<file path="src/rtl/cheshire_hyperbus_pkg.sv">
// Shared types for the HyperBus configuration sequencer: table entry layout
// at default widths, FSM state encoding and index-width helper.
package cheshire_hyperbus_pkg;

    localparam int unsigned DefAddrWidth = 32;
    localparam int unsigned DefDataWidth = 32;

    // Field order matches the flat per-entry vector {valid, addr, wdata}.
    typedef struct packed {
        logic                    valid;
        logic [DefAddrWidth-1:0] addr;
        logic [DefDataWidth-1:0] wdata;
    } entry_t;

    typedef enum logic [2:0] {
        IDLE,
        ISSUE,
        WAIT,
        DONE,
        ERR
    } state_e;

    function automatic int unsigned idx_width(input int unsigned n);
        return (n > 1) ? $clog2(n) : 1;
    endfunction

endpackage

</file>
<file path="src/rtl/cheshire_hyperbus_cfg_seq.sv">
// Configuration-table sequencer: walks a table of register writes, issuing one
// request at a time, skipping invalid entries and retrying error responses.
// Optional feature macro CHESHIRE_HYPERBUS_CFG_SEQ_READBACK_EN: every good
// write is followed by a read of the same address, checked against wdata.
module cheshire_hyperbus_cfg_seq
    import cheshire_hyperbus_pkg::*;
#(
    parameter  int unsigned NumEntries = 4,
    parameter  int unsigned AddrWidth  = 32,
    parameter  int unsigned DataWidth  = 32,
    parameter  int unsigned MaxRetries = 2,
    localparam int unsigned IdxWidth   = idx_width(NumEntries),
    localparam int unsigned EntryWidth = 1 + AddrWidth + DataWidth
) (
    input  logic                                 clk_i,
    input  logic                                 rst_ni,
    input  logic                                 start_i,
    input  logic [NumEntries-1:0][EntryWidth-1:0] table_i,
    output logic                                 req_valid_o,
    input  logic                                 req_ready_i,
    output logic [AddrWidth-1:0]                 req_addr_o,
    output logic [DataWidth-1:0]                 req_wdata_o,
    output logic                                 req_write_o,
    input  logic                                 rsp_valid_i,
    input  logic                                 rsp_error_i,
    input  logic [DataWidth-1:0]                 rsp_rdata_i,
    output logic                                 busy_o,
    output logic                                 done_o,
    output logic                                 error_o,
    output logic [IdxWidth-1:0]                  idx_o
);

    localparam int unsigned         RetryWidth = (MaxRetries > 0) ? $clog2(MaxRetries + 1) : 1;
    localparam logic [RetryWidth-1:0] RetryLimit = RetryWidth'(MaxRetries);
    localparam logic [IdxWidth-1:0]   LastIdx    = IdxWidth'(NumEntries - 1);

    if ((NumEntries == 0) || (NumEntries > 64)) begin : g_bad_num_entries
        $error("cheshire_hyperbus_cfg_seq: NumEntries must be within 1..64");
    end

    state_e                  state;
    logic [IdxWidth-1:0]     idx;
    logic [RetryWidth-1:0]   retry;
    logic                    rd_phase;
    logic                    req_write_q;
    logic                    rsp_bad;
    logic                    cur_valid;
    logic [AddrWidth-1:0]    cur_addr;
    logic [DataWidth-1:0]    cur_wdata;

    assign {cur_valid, cur_addr, cur_wdata} = table_i[idx];
    assign idx_o = idx;

`ifdef CHESHIRE_HYPERBUS_CFG_SEQ_READBACK_EN
    localparam bit ReadbackEn = 1'b1;
    // A read-phase response is bad on an error flag or on data not matching the write.
    assign rsp_bad     = rsp_error_i || (rd_phase && (rsp_rdata_i != req_wdata_o));
    assign req_write_o = req_write_q;
`else
    localparam bit ReadbackEn = 1'b0;
    logic unused_readback;
    assign unused_readback = ^{rsp_rdata_i, req_write_q};
    assign rsp_bad         = rsp_error_i;
    assign req_write_o     = 1'b1;
`endif

    // Sequencer FSM with registered request payload and status outputs.
    always_ff @(posedge clk_i or negedge rst_ni) begin
        if (!rst_ni) begin
            state       <= IDLE;
            idx         <= '0;
            retry       <= '0;
            rd_phase    <= 1'b0;
            req_write_q <= 1'b0;
            req_valid_o <= 1'b0;
            req_addr_o  <= '0;
            req_wdata_o <= '0;
            busy_o      <= 1'b0;
            done_o      <= 1'b0;
            error_o     <= 1'b0;
        end else begin
            unique case (state)
                IDLE, DONE, ERR: begin
                    if (start_i) begin
                        state    <= ISSUE;
                        idx      <= '0;
                        retry    <= '0;
                        rd_phase <= 1'b0;
                        busy_o   <= 1'b1;
                        done_o   <= 1'b0;
                        error_o  <= 1'b0;
                    end
                end
                // req_valid_o low marks the first ISSUE cycle, high the handshake wait.
                ISSUE: begin
                    if (!req_valid_o) begin
                        if (rd_phase) begin
                            req_valid_o <= 1'b1;
                            req_write_q <= 1'b0;
                        end else if (cur_valid) begin
                            req_valid_o <= 1'b1;
                            req_write_q <= 1'b1;
                            req_addr_o  <= cur_addr;
                            req_wdata_o <= cur_wdata;
                        end else if (idx == LastIdx) begin
                            state  <= DONE;
                            busy_o <= 1'b0;
                            done_o <= 1'b1;
                        end else begin
                            idx <= idx + 1'b1;
                        end
                    end else if (req_ready_i) begin
                        req_valid_o <= 1'b0;
                        state       <= WAIT;
                    end
                end
                WAIT: begin
                    if (rsp_valid_i) begin
                        if (rsp_bad) begin
                            if (retry != RetryLimit) begin
                                retry    <= retry + 1'b1;
                                rd_phase <= 1'b0;
                                state    <= ISSUE;
                            end else begin
                                state   <= ERR;
                                busy_o  <= 1'b0;
                                error_o <= 1'b1;
                            end
                        end else if (ReadbackEn && !rd_phase) begin
                            rd_phase <= 1'b1;
                            state    <= ISSUE;
                        end else begin
                            retry    <= '0;
                            rd_phase <= 1'b0;
                            if (idx == LastIdx) begin
                                state  <= DONE;
                                busy_o <= 1'b0;
                                done_o <= 1'b1;
                            end else begin
                                idx   <= idx + 1'b1;
                                state <= ISSUE;
                            end
                        end
                    end
                end
                default: state <= IDLE;
            endcase
        end
    end

endmodule
</file>
<file path="config.mk">
export PLATFORM = sky130hd
export DESIGN_NAME = cheshire_hyperbus_cfg_seq
export DESIGN_NICKNAME = d
export VERILOG_FILES = /design/src/rtl/cheshire_hyperbus_pkg.sv /design/src/rtl/cheshire_hyperbus_cfg_seq.sv
export SDC_FILE = /design/constraint.sdc
export NUM_CORES = 1
export LEC_CHECK = 0
export BUFFER_PORTS_ARGS = -buffer_cell sky130_fd_sc_hd__buf_4
export CAP_MARGIN = 10
export CORE_AREA = 3 3 144 146
export DETAILED_ROUTE_END_ITERATION = 10
export DIE_AREA = 0 0 147 149
export PLACE_DENSITY = 0.58
export SLEW_MARGIN = 20
export SYNTH_ARGS = -nofsm -noshare
export SYNTH_HDL_FRONTEND = slang
export SYNTH_SLANG_ARGS = --single-unit
</file>
<file path="constraint.sdc">
create_clock -name clk_i -period 2.8 [get_ports clk_i]
set_input_delay 0.7 -clock clk_i [delete_from_list [all_inputs] [get_ports clk_i]]
set_output_delay 0.7 -clock clk_i [all_outputs]
set_load 0.01 [all_outputs]
</file>
==> reports/qor.csv, run 1 <==
stage;metric;value;unit
routing;highest metal used;met4;
flow_run;MaxCap Viol Count;0;
floorplan;die width;147;um
timing;Slew Viols, Final;0;
routing;DRC Markers;0;
global_routing;initial antenna violation count;0;
timing;setup ws final;0.5957;ns
clock_tree;CTS Sinks;75;
clock_tree;htree depth;3;
setup_path;crit path max fanout;31;
logic_synthesis;Main synth FF type;dfrtp_1;
logic_synthesis;list of most frequent post-synthesis cells;75 x dfrtp_1, 65 x mux2_2, 65 x mux4_2, 12 x clkbuf_1, 8 x buf_2;
power;maximum VDD drop;0.4061;mV
logic_synthesis;Avg Cell Area, Syn;15.90;um2
setup_path;Setup Crit Path Kind;flop to output pin;
floorplan;std cell rows;51;
timing;Final min period;2.204;ns
floorplan;Die H;149;um
run_status;outcome;finished clean;
setup_path;Critical Path End;idx_o[0];
timing;crit share post-route;0.7873;
timing;RSZ-0062 raised after global routing;false;
floorplan;I/O pins;369;
logic_synthesis;Post-synth EDFFs;0;
power;Lkg Pwr;3.494;nW
power;Power Total;0.006830;W
floorplan;die area;21900;um2
routing;drt via density;4.558;
logic_synthesis;Synth Register Bits;75;
logic_synthesis;Mapped Nets;589;
clock_tree;Clock Latency Late Sink;0.33;ns
clock_tree;CTS tree;yes;
placed_design;Post-Place Worst Slack;0.4743;ns
global_routing;vias in the first global route;4641;
clock_tree;Max clock buf depth;2;
setup_path;WP data arrival;1.50;ns
logic_synthesis;ranking of synthesized cells by area;dfrtp_1 41%, mux4_2 32%, mux2_2 16%;
setup_path;Critical Path RT;2.10;ns
placed_design;Placed Instances;870;
routing;WL met3;1.285;mm
final_layout;Area Growth Syn to Fin;66.88;%
logic_synthesis;most frequent cell after synthesis;dfrtp_1;
logic_synthesis;Mapped Area;4594;um2
logic_synthesis;ys async rst share;1.000;
global_routing;largest net degree at the start of global routing;40;
final_layout;antenna cell count;0;
power;pwr/cell area;890.8;nW/um2
timing;Fin. Hold Viols;0;
setup_path;crit end category;output pin;
timing;relative slew slack;0.5163;
setup_path;R2R Setup Slk;0.79;ns
logic_synthesis;register area share after synthesis;0.4085;
hold_path;worst min path class;input port to async pin;
clock_tree;# Post-CTS Setup Buffers;0;
routing;WL final;15.67;mm
clock_tree;Num CTS Buffers;9;
setup_path;CP startpoint;idx_o[0];
setup_path;Setup crit start kind;flop;
global_routing;first-pass GRT wire length;24.03;mm
timing;Slew @ Worst Pin;0.7158;ns
final_layout;# fillers;1912;
global_routing;grt ovf;0;
routing;Post-DRT Antenna Nets;0;
routing;Pre-antenna DRT Iters;4;
logic_synthesis;top cell type's share of synthesized area;0.4085;
clock_tree;Worst-path clk slew;0.06;ns
clock_tree;CTS resizes;0;
final_layout;multi-input logic area;2572;um2
placed_design;Final Wtd Congestion;0.8247;
setup_path;r2r worst-path depth;3;
logic_synthesis;synth warn;0;
setup_path;FF-to-FF End;req_addr_o[21];
final_layout;flip-flop and latch area;1882;um2
final_layout;Finished Layout Cells;885;
timing;achievable frequency;453.7;MHz
setup_path;reg-to-reg startpoint;idx_o[0];
routing;met1 WL;5.727;mm
global_routing;Total GRT Usage;0.1382;
final_layout;share of cells above drive strength 1;0.7903;
clock_tree;cts-stage hold buffer count;0;
clock_tree;clk root buf;clkbuf_16;
placed_design;I/O Buffers;335;
routing;Routed met2 length;8.408;mm
routing;Vias;4034;
timing;Final Skew;0.006712;ns
logic_synthesis;area leader, netlist;dfrtp_1;
timing;Setup Total Neg Slack;0;ns
logic_synthesis;Syn Inst Count;289;
floorplan;core area;19530;um2
placed_design;dpl hpwl;13.02;mm
logic_synthesis;post-synthesis cell type count;38;
timing;Setup violations, final;0;
routing;DR WL/cell;17.71;um
floorplan;Initial Util;0.2353;
routing;starting DRC count in detailed routing;155;
final_layout;Final nets;916;
## through the flow
stage | hold slack, ns | area [um2] | utilization
detailed placement | 0.4671 | 7406 | 0.3793
CTS | 0.3496 | 7667 | 0.3927
global placement | 0.4687 | 7406 | 0.3793
global route | 0.3687 | 7667 | 0.3927
finish | 0.3426 | 7667 | 0.3927
floorplan | 0.4044 | 4594 | -
## kinds of logic (layout without fill, tap and decap cells)
family                   Yosys count  count (layout)  synth area share
XOR/XNOR                           1               1          0.001907
adder cells (fa/ha/maj)            2               2          0.005446
AO/OA/AOI/OAI                     22              22           0.03649
buffers and inverters             30             361           0.03159
flip-flops                        75              75            0.4085
multiplexers                     130             130            0.4779
AND/OR/NAND/NOR                   28              28           0.03731
other                              1               1         0.0008162
## layer usage
layer / GRT usage / vias up
li1: - / 1816
met1: 0.1511 / 2011
met2: 0.2567 / 193
met3: 0.04436 / 14
met4: 0.03961 / 0
met5: 0 / -
## worst min-delay path by stage
stage,to,slack (ns)
after floorplan,busy_o,0.40
after global placement,error_o,0.47
after detailed placement,error_o,0.47
after CTS,state[1],0.35
after global routing,state[1],0.37
final,state[1],0.34
## layout make-up
class                           instances  area share
Timing Repair Buffer                  342      0.3398
Multi-Input combinational cell        184      0.3355
Sequential cell                        75      0.2454
Tap cell                              265     0.04324
Clock buffer                           12     0.03215
Clock inverter                          3    0.001958
Inverter                                4    0.001958
## worst max-delay path, stage by stage (launching register included)
cell and delay [ns]:
dfrtp_4 0.44, buf_4 0.49, buf_4 0.23
## cell usage in the layout, fill, tap and decap left out, types with 3 or more instances in the layout
cell / netlist / final
a21o_1: 3 / 3
buf_12: 0 / 3
buf_4: 6 / 339
clkbuf_16: 0 / 9
clkinv_2: 0 / 3
dfrtp_1: 75 / 73
inv_1: 4 / 4
mux2_2: 65 / 65
mux4_2: 65 / 65
nand2_1: 6 / 6
nor2_1: 4 / 4
nor2b_1: 4 / 4
o21ai_0: 3 / 3
## sequential cells by signal (all words and copies together), names as in the netlist
name / count
busy_o: 1
done_o: 1
error_o: 1
idx_o: 2
req_addr_o: 32
req_valid_o: 1
req_wdata_o: 32
retry: 2
state: 3
## where the power goes
| group | switching [W] | leakage (nW) | internal (W) | total, W |
|---|---|---|---|---|
| combinational | 0.00151 | 2.47 | 0.00231 | 0.00382 |
| sequential | 0.000331 | 0.892 | 0.00163 | 0.00196 |
| clock | 0.000431 | 0.132 | 0.000615 | 0.00105 |
| total | 0.00227 | 3.49 | 0.00456 | 0.00683 |
Power figures use the tool's default switching activity.
==> run 2, diff against run 1 <==
==> constraint.sdc (replaced) <==
create_clock -name clk_i -period 2.2 [get_ports clk_i]
set_input_delay 0.55 -clock clk_i [delete_from_list [all_inputs] [get_ports clk_i]]
set_output_delay 0.55 -clock clk_i [all_outputs]
set_load 0.01 [all_outputs]
==> run 2 against run 1 <==
Compared with the run above:
- critical path depth up 2
- clock power grew 43%
- first-iteration DRC count is 65% higher
- sequential power increased by 28%
- clock skew increased by 0.0022 ns
- die area stayed put
- largest cell class unchanged
- largest power group unchanged
==> reports/qor.csv, run 2 (synthesized netlist as in run 1, its figures left out) <==
stage;metric;value;unit
run_status;outcome;finished clean;
power;Clock power frac;0.168;
clock_tree;CTS tree;yes;
placed_design;I/O Buffers;335;
power;pwr/cell area;1155;nW/um2
final_layout;most common cell after layout, fill and taps aside;buf_4;
routing;starting DRC count in detailed routing;256;
timing;Slew @ Worst Pin;0.6066;ns
final_layout;Finished Layout Cells;888;
final_layout;# fillers;1914;
power;Lkg Pwr;3.523;nW
routing;WL final;15.63;mm
power;cell-internal power;0.006021;W
floorplan;Initial Util;0.2353;
hold_path;worst min path class;input port to async pin;
timing;achievable frequency;491.9;MHz
placed_design;Post-Place Worst Slack;0.01690;ns
clock_tree;Clock Latency Late Sink;0.33;ns
final_layout;most frequent cells in the layout;339 x buf_4, 73 x dfrtp_1, 65 x mux4_2, 65 x mux2_2, 9 x clkbuf_16;
power;Comb power frac;0.553;
timing;relative slew slack;0.5901;
setup_path;crit end category;flop;
routing;DRC Markers;0;
setup_path;Setup crit start kind;flop;
global_routing;initial antenna violation count;0;
global_routing;grt ovf;0;
routing;drt via density;4.595;
power;maximum VDD drop;0.5274;mV
global_routing;vias in the first global route;4692;
clock_tree;CTS resizes;0;
placed_design;Final Wtd Congestion;0.8236;
clock_tree;# Post-CTS Setup Buffers;0;
final_layout;Final nets;918;
routing;Post-DRT Antenna Nets;0;
final_layout;biggest regs;req_addr_o x32, req_wdata_o x32, state x3;
clock_tree;CTS Sinks;75;
clock_tree;Worst-path clk slew;0.06;ns
global_routing;largest net degree at the start of global routing;40;
global_routing;Total GRT Usage;0.1393;
setup_path;WP data arrival;2.24;ns
routing;DR WL/cell;17.60;um
timing;crit share post-route;0.9241;
setup_path;crit path max fanout;35;
timing;setup ws final;0.1669;ns
clock_tree;cts-stage hold buffer count;0;
timing;Slew Viols, Final;0;
power;Net Sw Frac;0.3275;
clock_tree;htree depth;3;
placed_design;Placed Instances;872;
setup_path;Setup Crit Path Kind;flop to flop;
routing;Pre-antenna DRT Iters;4;
clock_tree;clk root buf;clkbuf_16;
timing;Final Skew;0.008960;ns
setup_path;Critical Path RT;2.41;ns
floorplan;die area;21900;um2
floorplan;core area;19530;um2
global_routing;first-pass GRT wire length;24.34;mm
power;Seq pwr share;0.280;
floorplan;I/O pins;369;
timing;Setup Total Neg Slack;0;ns
clock_tree;Num CTS Buffers;9;
floorplan;die width;147;um
power;P_sw;0.002931;W
clock_tree;Max clock buf depth;2;
final_layout;Area Growth Syn to Fin;68.71;%
final_layout;fin util;0.3970;
timing;Setup violations, final;0;
timing;Fin. Hold Viols;0;
floorplan;std cell rows;51;
final_layout;share of cells above drive strength 1;0.7942;
routing;Vias;4080;
timing;Final min period;2.033;ns
placed_design;dpl hpwl;13.07;mm
timing;RSZ-0062 raised after global routing;false;
floorplan;Die H;149;um
flow_run;MaxCap Viol Count;0;
==> run 2: area by class of cell <==
| class | instances | area (um2) | area share |
|---|---|---|---|
| Timing Repair Buffer | 344 | 2645 | 0.3412 |
| Multi-Input combinational cell | 184 | 2572 | 0.3319 |
| Sequential cell | 75 | 1882 | 0.2428 |
| Tap cell | 265 | 331.6 | 0.04278 |
| Clock buffer | 11 | 252.7 | 0.03261 |
| Clock inverter | 4 | 50.05 | 0.006457 |
| Inverter | 4 | 15.01 | 0.001937 |
| Antenna cell | 1 | 2.502 | 0.0003228 |
==> run 2: worst paths after layout <==
path | depth (start not counted) | slack (ns) | from | endpoint
setup reg to reg | 4 | 0.17 | idx_o[0] | req_addr_o[9]
hold reg to reg | 1 | 0.48 | error_o | error_o
hold / removal | 1 | 0.18 | rst_ni | state[0]
min in group clk_i | 1 | 0.48 | error_o | error_o
max in group asynchronous | 2 | 1.43 | rst_ni | req_addr_o[6]
setup / recovery | 4 | 0.17 | idx_o[0] | req_addr_o[9]
==> run 2: stage by stage <==
stage	area (um2)	total power, W	hold WS [ns]
finish	7751	0.008952	0.1804
floorplan	4594	0.005483	0.2544
global route	7749	0.009586	0.2172
detailed placement	7446	0.007588	0.4725
CTS	7749	0.009134	0.1909
global placement	7446	0.007468	0.4695
==> run 2: critical path, cell delays in order, from the launching register on <==
cell and delay (ns):
dfrtp_4 0.47, mux4_2 0.56, nand3b_1 0.23, buf_12 0.25, mux2_2 0.37
==> run 2: power by group through the flow <==
stage	combinational (W)	clock, W	sequential (W)
global route	0.00537	0.00161	0.00260
CTS	0.00506	0.00156	0.00252
detailed placement	0.00506	0	0.00253
global placement	0.00497	0	0.00250
floorplan	0.00276	0	0.00272
finish	0.00495	0.00150	0.00250
==> run 2: layer usage <==
| layer | vias up | share of wire | GRT usage |
|---|---|---|---|
| li1 | 1830 | - | - |
| met2 | 202 | 0.53 | 0.2512 |
| met3 | 20 | 0.080 | 0.03768 |
| met5 | - | 0 | 0 |
| met1 | 2028 | 0.37 | 0.1575 |
| met4 | 0 | 0.023 | 0.05405 |
